`config.mk`:
```
export PLATFORM = sky130hd
export DESIGN_NAME = sao_out_8x8_packer
export DESIGN_NICKNAME = d
export VERILOG_FILES = /design/src/rtl/sao_out_8x8_packer.sv
export SDC_FILE = /design/constraint.sdc
export NUM_CORES = 1
export LEC_CHECK = 0
export ABC_AREA = 1
export CORE_AREA = 2 2 645 647
export DETAILED_ROUTE_END_ITERATION = 16
export DIE_AREA = 0 0 647 649
export DONT_BUFFER_PORTS = 1
export SYNTH_ARGS = -nofsm -noshare
export SYNTH_HDL_FRONTEND = slang
export SYNTH_SLANG_ARGS = --single-unit
```
`constraint.sdc`:
```
create_clock -name clk -period 33.8 [get_ports clk]
set_input_delay 3.38 -clock clk [delete_from_list [all_inputs] [get_ports clk]]
set_output_delay 3.38 -clock clk [all_outputs]
set_load 0.01 [all_outputs]
```
`src/rtl/sao_out_8x8_packer.sv`:
```
// Pairs each SAO luma 8x8 block with its chroma 4x4 pair and emits one reference-buffer FIFO word.
// It also keeps the per-picture block count, a sticky coordinate-mismatch flag and an end-of-picture pulse.
module sao_out_8x8_packer #(
  parameter int PIXEL_WIDTH     = 8,
  parameter int COORD_WIDTH     = 9,
  parameter int Y_PIX           = 64,
  parameter int CH_PIX          = 16,
  parameter int PIC_WIDTH_WIDTH = 12,
  parameter int CNT_WIDTH       = 16,
  localparam int YW = PIXEL_WIDTH*Y_PIX,
  localparam int CW = PIXEL_WIDTH*CH_PIX,
  localparam int DW = 2*COORD_WIDTH + YW + 2*CW
) (
  input  logic                       clk,
  input  logic                       reset,
  input  logic                       y_valid,
  output logic                       y_ready,
  input  logic [COORD_WIDTH-1:0]     y_xc,
  input  logic [COORD_WIDTH-1:0]     y_yc,
  input  logic [YW-1:0]              y_pixels,
  input  logic                       c_valid,
  output logic                       c_ready,
  input  logic [COORD_WIDTH-1:0]     c_xc,
  input  logic [COORD_WIDTH-1:0]     c_yc,
  input  logic [CW-1:0]              cb_pixels,
  input  logic [CW-1:0]              cr_pixels,
  input  logic [PIC_WIDTH_WIDTH-1:0] pic_width_in,
  input  logic [PIC_WIDTH_WIDTH-1:0] pic_height_in,
  input  logic                       fifo_full_in,
  output logic                       fifo_wr_en_out,
  output logic [DW-1:0]              fifo_data_out,
  output logic [CNT_WIDTH-1:0]       block_count_out,
  output logic                       frame_done_out,
  output logic                       coord_err_out
);

  logic                       y_full, c_full;
  logic [COORD_WIDTH-1:0]     ys_x, ys_y, cs_x, cs_y;
  logic [YW-1:0]              ys_pix;
  logic [CW-1:0]              cs_cb, cs_cr;
  logic                       fire, y_acc, c_acc, last;
  logic [PIC_WIDTH_WIDTH-1:0] last_x, last_y;

  assign fire    = y_full & c_full & ~fifo_full_in;
  assign y_ready = ~y_full | fire;
  assign c_ready = ~c_full | fire;
  assign y_acc   = y_valid & y_ready;
  assign c_acc   = c_valid & c_ready;

  assign fifo_wr_en_out = fire;
  assign fifo_data_out  = {ys_x, ys_y, ys_pix, cs_cb, cs_cr};

  // Last block column/row in 8x8 units; the word always carries luma coordinates.
  assign last_x = (pic_width_in  - PIC_WIDTH_WIDTH'(1)) >> 3;
  assign last_y = (pic_height_in - PIC_WIDTH_WIDTH'(1)) >> 3;
  assign last   = (PIC_WIDTH_WIDTH'(ys_x) == last_x) && (PIC_WIDTH_WIDTH'(ys_y) == last_y);

  always_ff @(posedge clk or negedge reset) begin
    if (!reset) begin
      y_full          <= 1'b0;
      c_full          <= 1'b0;
      block_count_out <= '0;
      frame_done_out  <= 1'b0;
      coord_err_out   <= 1'b0;
    end else begin
      // An accept in the same cycle as a fire refills the slot, giving one block per cycle.
      y_full         <= y_acc | (y_full & ~fire);
      c_full         <= c_acc | (c_full & ~fire);
      frame_done_out <= fire & last;
      if (fire) begin
        block_count_out <= last ? '0 : block_count_out + CNT_WIDTH'(1);
        if ({ys_x, ys_y} != {cs_x, cs_y}) coord_err_out <= 1'b1;
      end
    end
  end

  always_ff @(posedge clk) begin
    if (y_acc) begin
      ys_x   <= y_xc;
      ys_y   <= y_yc;
      ys_pix <= y_pixels;
    end
    if (c_acc) begin
      cs_x  <= c_xc;
      cs_y  <= c_yc;
      cs_cb <= cb_pixels;
      cs_cr <= cr_pixels;
    end
  end

endmodule

```
==> parameters.txt, run 1 <==
Parameter                              Value

Yosys
  Number of synthesized register bits    about 820
  Post-synthesis sequential area ratio    0.935
  Synthesized Nets    2011
  Synthesized area per cell    roughly 22 um^2
  Summed instance area of the synthesized netlist    approximately 26000 um^2
  Yosys top cell area share    0.916
  Number of synthesis warnings    0
  Cells after Synth    1177
  Top cells by area in the synthesized netlist    sky130_fd_sc_hd__edfxtp_1, sky130_fd_sc_hd__dfrtp_1, sky130_fd_sc_hd__nand2_1, sky130_fd_sc_hd__inv_1, sky130_fd_sc_hd__xor2_1
  Cell type with the highest aggregate area in the netlist    sky130_fd_sc_hd__edfxtp_1
  Post-synth cell types    32

Final layout
  Commonest cells after routing, fill and taps aside    sky130_fd_sc_hd__edfxtp_1, sky130_fd_sc_hd__nand2_1, sky130_fd_sc_hd__clkbuf_16
  Post-route insts no fill    7095
  Layout cells sized above 1    0.151
  Summed area of non-filler cells in the final layout    ~38000 um^2
  Layout filler cell count    about 47000
  Most common cell after layout, fill and taps aside    sky130_fd_sc_hd__edfxtp_1
  Final-stage net count    about 2100
  Layout area overhead    42.9%

Critical path
  Worst Setup End Kind    output port
  Req. time, crit path    about 30 ns
  Setup crit start kind    primary input
  Crit Path Max Fanout    9
  Path depth of the worst reg2reg path    6
  WP data arrival    approximately 4.3 ns
  Kind of critical path    primary input to output port

Pwr
  Clock network fraction of total power    0.460
  Seq pwr share    0.514
  Internal power    0.00195 W
  Total power after layout    about 0.0027 W
  Maximum vdd drop    0.0000366 V
  Pleak    10.7 nW
  Combinational cell fraction of total power    0.025
  Share of total power consumed by net switching    0.283
  Power density over cell area    72.1 nW/um^2
  Psw    about 0.00077 W

Placed design
  Instance area after placement    about 33000 um^2
  Total of buffers placed on input and output ports    0
  Inst Count DP    around 6700
  Half-perimeter wire length after placement    roughly 260 mm
  Final estimated routing congestion in global placement    ~1.1

Clocking
  Clk_lat worst skew    about 0.9 ns
  Root buffer selected by CTS    sky130_fd_sc_hd__clkbuf_16
  Post-CTS Hold Fix Bufs    0
  Clock slew at reported path FFs    0.06 ns
  Longest Clk Path Bufs    4
  Count of H-tree levels built during CTS    3
  Number of buffers inserted during clock tree synthesis    110
  Number of gates resized after cts    0
  Number of sinks on the clock net    824
  Buffers inserted by post-CTS timing repair    0
  Clock tree from TritonCTS    built

Floorplan
  DIE WIDTH    647 um
  Die area    roughly 420000 um^2
  Io pins    1640
  Initial core utilization    0.0639
  Number of cell rows    between 200 and 250
  Chip Height    about 650 um
  Core region area    about 410000 um^2

Timing
  Final-report hold violation count    0
  Fin. max-slew vios    0
  Fmax    130 MHz
  Endpoints failing setup    0
  Actual transition at the worst max-transition pin    about 1.1 ns
  Final period util    0.227
  Final worst clock skew    roughly 0.055 ns
  Crit path time final    between 7 and 8 ns
  Relative slew margins    0.243
  Unrepaired setup endpoints after global routing    false
  Total Negative Setup Slacks    0 ns

Job
  Max Cap Viol    0

Global route
  Vias in the first global route    around 13000
  Antenna violations before repair    502
  Global-route wire length before repair    roughly 320 mm
  Global router's overall resource usage    0.134
  Met3 GRT Util    0.111
  GRT Max-Usage Layer    met2
  Met2 track demand over resource in global routing    0.209
  Pin count of the biggest net entering global routing    140
  Global Route met1 Usage    0.138
  Congestion Overflow GR    0

Drt
  Initial drt markers    2459
  Routed vias/inst    between 2 and 2.5
  Number of iterations in the first detailed-routing pass    6
  Vias    between 15000 and 20000
  Drc violations    0
  Routed length per instance    approximately 41 um
  Total Routed Length    between 200 and 300 mm
  Count of antenna-violating nets left after detailed routing    2

Outcome
  Violated checks    antenna violations
  Run status    finished with violations

Min path
  Depth of the worst hold-timing path    3
  Tightest Hold Check Type    register to register
## state kept, by name, indices dropped and copies added (netlist names), 9 cells and up
| register | count |
|---|---|
| ys_y | 9 |
| block_count_out | 16 |
| cs_cr | 128 |
| cs_cb | 128 |
| ys_pix | 512 |
| cs_x | 9 |
| ys_x | 9 |
| cs_y | 9 |
## final cells by class
class / instances / area, um^2 / share of cell area
clock inverter: 69 / 857 / 0.0228
inverter: 79 / 297 / 0.00787
clock buffer: 129 / 2880 / 0.0764
sequential: 824 / 24600 / 0.654
tap: 5474 / 6850 / 0.182
antenna: 236 / 591 / 0.0157
timing repair buffer: 11 / 120 / 0.00319
multi-input combinational: 273 / 1430 / 0.0378
## synthesized netlist by cell type
cell and instances:
sky130_fd_sc_hd__edfxtp_1 804, sky130_fd_sc_hd__nand2_1 126, sky130_fd_sc_hd__inv_1 78, sky130_fd_sc_hd__nor2_1 46
sky130_fd_sc_hd__xor2_1 21, sky130_fd_sc_hd__dfrtp_1 20, sky130_fd_sc_hd__xnor2_1 13, sky130_fd_sc_hd__nand3_1 12
sky130_fd_sc_hd__nand4_1 9, sky130_fd_sc_hd__nor2_2 7, sky130_fd_sc_hd__nor2_4 5, sky130_fd_sc_hd__nand3_2 4
sky130_fd_sc_hd__o21ai_0 4, sky130_fd_sc_hd__a21oi_1 3, sky130_fd_sc_hd__nand3b_1 3, sky130_fd_sc_hd__o21ai_1 3
sky130_fd_sc_hd__nand2_2 2, sky130_fd_sc_hd__nor3_1 2, sky130_fd_sc_hd__nor3b_1 2, sky130_fd_sc_hd__a21o_1 1
sky130_fd_sc_hd__a31oi_1 1, sky130_fd_sc_hd__and2_1 1, sky130_fd_sc_hd__and3_1 1, sky130_fd_sc_hd__buf_6 1
sky130_fd_sc_hd__clkinv_1 1, sky130_fd_sc_hd__ha_1 1, sky130_fd_sc_hd__nand2_4 1, sky130_fd_sc_hd__nand4_2 1
sky130_fd_sc_hd__nor4_1 1, sky130_fd_sc_hd__o211a_1 1, sky130_fd_sc_hd__o211ai_1 1, sky130_fd_sc_hd__or2_2 1
## final timing paths
path | slack [ns] | endpoint | startpoint
worst max-delay path | 26.13 | c_ready | fifo_full_in
worst min-delay path | 0.75 | block_count_out[14]$_DFFE_PN0P_ | block_count_out[14]$_DFFE_PN0P_
worst max register to register | 28.91 | cs_cb[48]$_DFFE_PP_ | c_full$_DFF_PN0_
worst min register to register | 0.75 | block_count_out[14]$_DFFE_PN0P_ | block_count_out[14]$_DFFE_PN0P_
max in group asynchronous | 31.48 | c_full$_DFF_PN0_ | reset
min in group asynchronous | 2.22 | frame_done_out$_DFF_PN0_ | reset
## layer usage
layer / routed length (um) / up-vias
met3: 53100 / 720
met2: 129000 / 1888
met1: 101000 / 7289
li1: - / 5006
met5: 2590 / -
met4: 6940 / 240
## logic make-up after synthesis
group           synth area share
compound gates           0.00309
xor+xnor                  0.0113
buf+inv                   0.0117
simple gates              0.0384
flops                      0.935
fa+ha+maj               0.000475
## per-stage QoR
stage / utilization / hold WS [ns] / worst slack [ns]
2_1_floorplan: - / 0.500 / 3.42
3_3_place_gp: 0.0808 / 0.697 / 26.11
6_report: 0.0913 / 0.748 / 26.13
5_1_grt: 0.0903 / 0.792 / 26.08
3_5_place_dp: 0.0808 / 0.731 / 26.10
4_1_cts: 0.0899 / 0.746 / 26.10
## worst max-delay path, cell delays in order
cell                      delay, ns
sky130_fd_sc_hd__inv_1         0.05
sky130_fd_sc_hd__nand3_2       0.45
sky130_fd_sc_hd__nand2_1       0.39
## power by group through the flow
stage / logic [W] / registers, W / clock network, W
floorplan: 0.0000448 / 0.00136 / 0
global route: 0.0000765 / 0.00141 / 0.00133
finish: 0.0000687 / 0.00140 / 0.00125
CTS: 0.0000700 / 0.00142 / 0.00130
detailed placement: 0.0000699 / 0.00144 / 0
global placement: 0.0000651 / 0.00144 / 0
Power figures use the tool's default switching activity.
==> run 2: changes to the inputs <==
--- a/config.mk
+++ b/config.mk
@@ -5,10 +5,10 @@
 export SDC_FILE = /design/constraint.sdc
 export NUM_CORES = 1
 export LEC_CHECK = 0
-export ABC_AREA = 1
-export CORE_AREA = 2 2 645 647
+export ABC_AREA = 0
+export CORE_AREA = 2 2 639 641
 export DETAILED_ROUTE_END_ITERATION = 16
-export DIE_AREA = 0 0 647 649
+export DIE_AREA = 0 0 641 643
 export DONT_BUFFER_PORTS = 1
 export SYNTH_ARGS = -nofsm -noshare
 export SYNTH_HDL_FRONTEND = slang
==> constraint.sdc (replaced) <==
create_clock -name clk -period 6.75 [get_ports clk]
set_input_delay 0.675 -clock clk [delete_from_list [all_inputs] [get_ports clk]]
set_output_delay 0.675 -clock clk [all_outputs]
set_load 0.01 [all_outputs]
==> parameters.txt, run 2 <==
Parameter                              Value

Timing
  Fin. max-slew vios    0
  Unrepaired setup endpoints after global routing    false
  Relative slew margins    0.348
  Final period util    0.433
  Final worst clock skew    between 0.05 and 0.06 ns
  Final-report hold violation count    0
  Total Negative Setup Slacks    0 ns
  Crit path time final    between 2 and 3 ns
  Actual transition at the worst max-transition pin    between 0.9 and 1 ns
  Setup ws final    approximately 3.8 ns
  Fmax    ~340 MHz
  Endpoints failing setup    0

Clocking
  Number of buffers inserted during clock tree synthesis    between 100 and 150
  Number of sinks on the clock net    between 800 and 900
  Clock tree from TritonCTS    built
  Clock slew at reported path FFs    ~0.060 ns
  Root buffer selected by CTS    sky130_fd_sc_hd__clkbuf_16
  Number of gates resized after cts    0
  Longest Clk Path Bufs    4
  Clk_lat worst skew    0.89 ns
  Count of H-tree levels built during CTS    3

Global route
  Antenna violations before repair    roughly 460
  Vias in the first global route    15763
  Global-route wire length before repair    330 mm
  Pin count of the biggest net entering global routing    roughly 130
  Congestion Overflow GR    0
  Global router's overall resource usage    0.137

Critical path
  WP data arrival    about 3.4 ns
  FF-to-FF Start    c_full$_DFF_PN0_
  Kind of critical path    register to register
  Worst Setup End Kind    register
  Path depth of the worst reg2reg path    4
  Setup crit start kind    register
  Reg2reg end    cs_cr[24]$_DFFE_PP_
  Req. time, crit path    7.21 ns
  Crit Path Max Fanout    92
  Reg-to-reg slack, setup    3.83 ns

Final layout
  Regs by FF count    ys_pix x512, cs_cb x128, cs_cr x128
  Largest reg by FF count    ys_pix
  Core occupancy in the finished layout    0.111
  Most common cell after layout, fill and taps aside    sky130_fd_sc_hd__dlygate4sd3_1
  Final-stage net count    between 2000 and 3000
  Max reg flops    just over 500
  Commonest cells after routing, fill and taps aside    sky130_fd_sc_hd__dlygate4sd3_1, sky130_fd_sc_hd__edfxtp_1, sky130_fd_sc_hd__clkbuf_16
  Layout cells sized above 1    0.101
  Layout area overhead    73.6%

Outcome
  Run status    finished, final reports clean

Drt
  Number of iterations in the first detailed-routing pass    5
  Routed length per instance    ~39 um
  Total Routed Length    approximately 300 mm
  Initial drt markers    between 2000 and 3000
  Routed vias/inst    2.36
  Vias    roughly 18000
  Drc violations    0
  Count of antenna-violating nets left after detailed routing    0

Job
  Max Cap Viol    0

Floorplan
  Chip Height    ~640 um
  Initial core utilization    0.0637
  Die area    412000 um^2
  Number of cell rows    234
  Io pins    1640
  Core region area    between 400000 and 500000 um^2
  DIE WIDTH    ~640 um

Yosys
  Summed instance area of the synthesized netlist    ~26000 um^2
  Cell type with the highest aggregate area in the netlist    sky130_fd_sc_hd__edfxtp_1
  Ys async rst share    0.0243
  Count leader, synth    sky130_fd_sc_hd__edfxtp_1
  Post-synthesis sequential area ratio    0.954
  Leading post-synthesis cells by instance count    sky130_fd_sc_hd__edfxtp_1, sky130_fd_sc_hd__xor2_1, sky130_fd_sc_hd__nor2_1, sky130_fd_sc_hd__xnor2_1
  Post-synth cell types    42
  Most frequently used flop master after synthesis    sky130_fd_sc_hd__edfxtp_1
  Number of synthesis warnings    0
  Number of synthesized register bits    between 800 and 900
  Number of enable flip-flop cells after synthesis    roughly 800
  Synthesized area per cell    ~26 um^2
  Top cells by area in the synthesized netlist    sky130_fd_sc_hd__edfxtp_1, sky130_fd_sc_hd__dfrtp_1, sky130_fd_sc_hd__xor2_1, sky130_fd_sc_hd__xnor2_1, sky130_fd_sc_hd__nor2_1
  Yosys top cell area share    0.935
  Synthesized Nets    between 1500 and 2000
  Cells after Synth    between 900 and 1000

Min path
  Depth of the worst hold-timing path    3
  Hold worst-path end    block_count_out[2]$_DFFE_PN0P_
  Startpoint of the most critical hold path    fifo_full_in
  Tightest Hold Check Type    primary input to register

Placed design
  Half-perimeter wire length after placement    262 mm
  Final estimated routing congestion in global placement    1.04
  Post-placement setup slack    3.36 ns
  Total of buffers placed on input and output ports    0

Pwr
  Pleak    approximately 13 nW
  Power density over cell area    between 300 and 400 nW/um^2
  Maximum vdd drop    ~0.00019 V
==> run 2: changes by cell type in the layout (fill, tap and decap cells not counted), sizes merged, moves of 5 or more <==
| cell | previous run | this run |
|---|---|---|
| nand2 | 129 | 20 |
| dlygate4sd3 | 0 | 807 |
| xnor2 | 13 | 23 |
| inv | 100 | 28 |
| clkbuf | 129 | 118 |
| nor2 | 58 | 23 |
| diode | 236 | 148 |
| nand3 | 16 | 4 |
| nand2b | 0 | 7 |
| clkinv | 26 | 31 |
==> run 2: logic make-up after synthesis <==
| family | after synthesis | synth area share |
|---|---|---|
| buf+inv | 7 | 0.00131 |
| fa+ha+maj | 1 | 0.000484 |
| simple gates | 93 | 0.0204 |
| mux | 5 | 0.00208 |
| xor+xnor | 48 | 0.0163 |
| flops | 824 | 0.954 |
| compound gates | 18 | 0.00509 |
==> run 2: timing repair <==
action                    CTS  global route
hold endpoints to repair  826             0
setup buffers               0             0
hold buffers              807             0
==> run 2: power breakdown <==
| group | total, W | leakage [nW] | switching (W) | internal, W |
|---|---|---|---|---|
| Combinational | 0.000935 | 3.92 | 0.000559 | 0.000375 |
| Clock | 0.00603 | 1.72 | 0.00266 | 0.00337 |
| Sequential | 0.00681 | 7.81 | 0.000761 | 0.00605 |
| Total | 0.0138 | 13.5 | 0.00398 | 0.00979 |
==> run 2: layer usage <==
layer	track usage	up-vias	part of all wire
met5	0	-	0.0038
met4	0.0234	170	0.026
met3	0.0953	748	0.17
met2	0.208	2154	0.42
met1	0.159	8803	0.38
li1	-	6057	-
==> run 2: area by class of cell <==
class | count | area, um^2
well taps | 5428 | 6790
flip-flops and latches | 824 | 24600
clock buffers | 118 | 2740
repair buffers | 822 | 8270
fillers | 45765 | 360000
inverters | 6 | 22.5
multi-input cells | 165 | 1150
diodes | 148 | 370
clock inverters | 75 | 832
==> run 2: critical path, stage by stage (launching register included) <==
cell and delay [ns]:
sky130_fd_sc_hd__dfrtp_1 0.37, sky130_fd_sc_hd__nand3b_2 0.23, sky130_fd_sc_hd__nand2_1 0.56, sky130_fd_sc_hd__and2_4 0.68, sky130_fd_sc_hd__buf_12 0.42
==> run 2: worst max-delay path by stage <==
stage	start	end	slack [ns]	cells after the start
3_3_place_gp	fifo_full_in	cs_cr[82]$_DFFE_PP_	3.41	4
4_1_cts	c_full$_DFF_PN0_	cs_cb[112]$_DFFE_PP_	3.75	4
6_report	c_full$_DFF_PN0_	cs_cr[24]$_DFFE_PP_	3.83	4
5_1_grt	c_full$_DFF_PN0_	cs_cr[24]$_DFFE_PP_	3.68	4
2_1_floorplan	fifo_full_in	ys_pix[0]$_DFFE_PP_	1.48	2
3_5_place_dp	fifo_full_in	cs_cr[24]$_DFFE_PP_	3.36	4
==> run 2: metrics by stage <==
step / cells / area (um^2) / hold slack (ns) / power [W]
after global routing: 7503 / 44600 / 0.216 / 0.0142
after floorplan: 996 / 25800 / 0.379 / 0.00662
after CTS: 7438 / 44400 / 0.137 / 0.0141
final: 7586 / 44800 / 0.245 / 0.0138
after global placement: 6438 / 32800 / 0.382 / 0.00724
after detailed placement: 6438 / 32800 / 0.382 / 0.00725
==> run 3: changes to the inputs <==
==> constraint.sdc (replaced) <==
create_clock -name clk -period 2.6 [get_ports clk]
set_input_delay 0.26 -clock clk [delete_from_list [all_inputs] [get_ports clk]]
set_output_delay 0.26 -clock clk [all_outputs]
set_load 0.01 [all_outputs]
==> parameters.txt, run 3 (synthesis gave the netlist of run 2 again) <==
Parameter                              Value

Drt
  Total Routed Length    305 mm
  Routed length per instance    a little under 40 um
  Initial drt markers    roughly 2700
  Count of antenna-violating nets left after detailed routing    0
  Vias    about 19000
  Drc violations    0
  Routed vias/inst    roughly 2.4
  Number of iterations in the first detailed-routing pass    5

Final layout
  Layout cells sized above 1    0.116
  Final-stage net count    3039
  Most common cell after layout, fill and taps aside    sky130_fd_sc_hd__dlygate4sd3_1
  Regs by FF count    ys_pix x512, cs_cb x128, cs_cr x128
  Largest reg by FF count    ys_pix
  Layout area overhead    85.2%
  Core occupancy in the finished layout    0.118
  Max reg flops    a little over 500
  Commonest cells after routing, fill and taps aside    sky130_fd_sc_hd__dlygate4sd3_1, sky130_fd_sc_hd__edfxtp_1, sky130_fd_sc_hd__clkbuf_16

Global route
  Congestion Overflow GR    0
  Global router's overall resource usage    0.142
  Global-route wire length before repair    approximately 340 mm
  Vias in the first global route    17133
  Antenna violations before repair    between 400 and 500
  Pin count of the biggest net entering global routing    85

Clocking
  Root buffer selected by CTS    sky130_fd_sc_hd__clkbuf_16
  Number of sinks on the clock net    about 820
  Buffers inserted by post-CTS timing repair    0
  Longest Clk Path Bufs    4
  Number of buffers inserted during clock tree synthesis    between 100 and 150
  Clock tree from TritonCTS    built
  Clk_lat worst skew    roughly 0.88 ns
  Count of H-tree levels built during CTS    3
  Clock slew at reported path FFs    about 0.060 ns

Placed design
  Final estimated routing congestion in global placement    slightly above 1
  Total of buffers placed on input and output ports    0
  Half-perimeter wire length after placement    roughly 270 mm

Floorplan
  Io pins    1640
  Chip Height    about 640 um
  Core region area    about 410000 um^2
  Die area    412000 um^2
  DIE WIDTH    ~640 um
  Initial core utilization    0.0637
  Number of cell rows    between 200 and 250

Timing
  Actual transition at the worst max-transition pin    1.01 ns
  Unrepaired setup endpoints after global routing    false
  Final-report hold violation count    0
  Final period util    0.873
  Crit path time final    around 2.3 ns
  Relative slew margins    0.324
  Final worst clock skew    between 0.07 and 0.08 ns
  Fin. max-slew vios    0
  Fmax    between 400 and 500 MHz
  Total Negative Setup Slacks    0 ns
  Endpoints failing setup    0

Critical path
  Worst Setup End Kind    output port
  Crit Path Max Fanout    10
  Path depth of the worst reg2reg path    7
  Kind of critical path    register to output port
  WP data arrival    about 2.0 ns
  FF-to-FF Start    ys_y[1]$_DFFE_PP_
  Req. time, crit path    around 2.3 ns
  Setup crit start kind    register
  Reg2reg end    block_count_out[1]$_DFFE_PN0P_
  Reg-to-reg slack, setup    ~0.41 ns

Pwr
  Combinational cell fraction of total power    0.087
  Power density over cell area    between 700 and 800 nW/um^2
  Share of total power consumed by net switching    0.283
  Seq pwr share    0.480
  Psw    0.0103 W
  Internal power    0.0261 W
  Clock network fraction of total power    0.433
  Pleak    roughly 15 nW
  Maximum vdd drop    between 0.0005 and 0.0006 V
  Total power after layout    between 0.03 and 0.04 W

Min path
  Hold worst-path end    cs_cb[117]$_DFFE_PP_
  Startpoint of the most critical hold path    cb_pixels[117]
  Depth of the worst hold-timing path    1
  Tightest Hold Check Type    primary input to register

Job
  Max Cap Viol    0

Outcome
  Run status    finished, final reports clean
-- run 3: routing by layer --
layer / wire, um / track usage / vias up
met2: 129000 / 0.214 / 2167
met5: 1100 / 0 / -
met4: 7400 / 0.0237 / 166
met1: 118000 / 0.169 / 9244
li1: - / - / 6684
met3: 49400 / 0.0928 / 668
-- run 3: repair_timing --
action	4_1_cts	5_1_grt
gates resized for setup	0	0
endpoints found under the hold margin	885	0
hold buffers	1025	0
setup endpoints to repair	0	0
-- run 3: layout make-up --
class	instances	area [um^2]
Antenna cell	206	515
Clock buffer	127	2910
Clock inverter	73	768
Fill cell	45516	357000
Inverter	6	22.5
Multi-Input combinational cell	165	1150
Sequential cell	824	24600
Tap cell	5428	6790
Timing Repair Buffer	1097	11000
-- run 3: through the flow --
stage | cells | cell area [um^2] | hold slack [ns] | worst slack [ns]
6_report | 7926 | 47800 | 0.0814 | 0.331
5_1_grt | 7812 | 47500 | 0.0246 | 0.234
4_1_cts | 7720 | 47300 | 0.000353 | 0.246
3_5_place_dp | 6495 | 33400 | -0.0344 | 0.290
3_3_place_gp | 6495 | 33400 | -0.0341 | 0.312
2_1_floorplan | 996 | 25800 | -0.0356 | -2.18
-- run 3: critical path: stages (launching register included) --
cell	delay, ns
sky130_fd_sc_hd__dfrtp_1	0.38
sky130_fd_sc_hd__nand3b_2	0.23
sky130_fd_sc_hd__nand2_1	0.32
sky130_fd_sc_hd__buf_4	0.26
-- run 3: worst max path at each step --
stage                                                 end        startpoint  cells after the start
after floorplan                       ys_pix[0]$_DFFE_PP_  c_full$_DFF_PN0_                      3
after global placement    block_count_out[15]$_DFFE_PN0P_  pic_height_in[1]                      8
after detailed placement  block_count_out[13]$_DFFE_PN0P_  pic_height_in[1]                      8
after CTS                                         c_ready  y_full$_DFF_PN0_                      3
after global routing                              c_ready  y_full$_DFF_PN0_                      3
final                                             c_ready  y_full$_DFF_PN0_                      3
-- run 3: power groups by stage --
stage          Combinational [W]  Clock (W)  Sequential (W)
2_1_floorplan           0.000464          0          0.0167
3_3_place_gp             0.00117          0          0.0178
3_5_place_dp             0.00122          0          0.0178
4_1_cts                  0.00322     0.0162          0.0176
5_1_grt                  0.00331     0.0167          0.0176
6_report                 0.00317     0.0158          0.0174
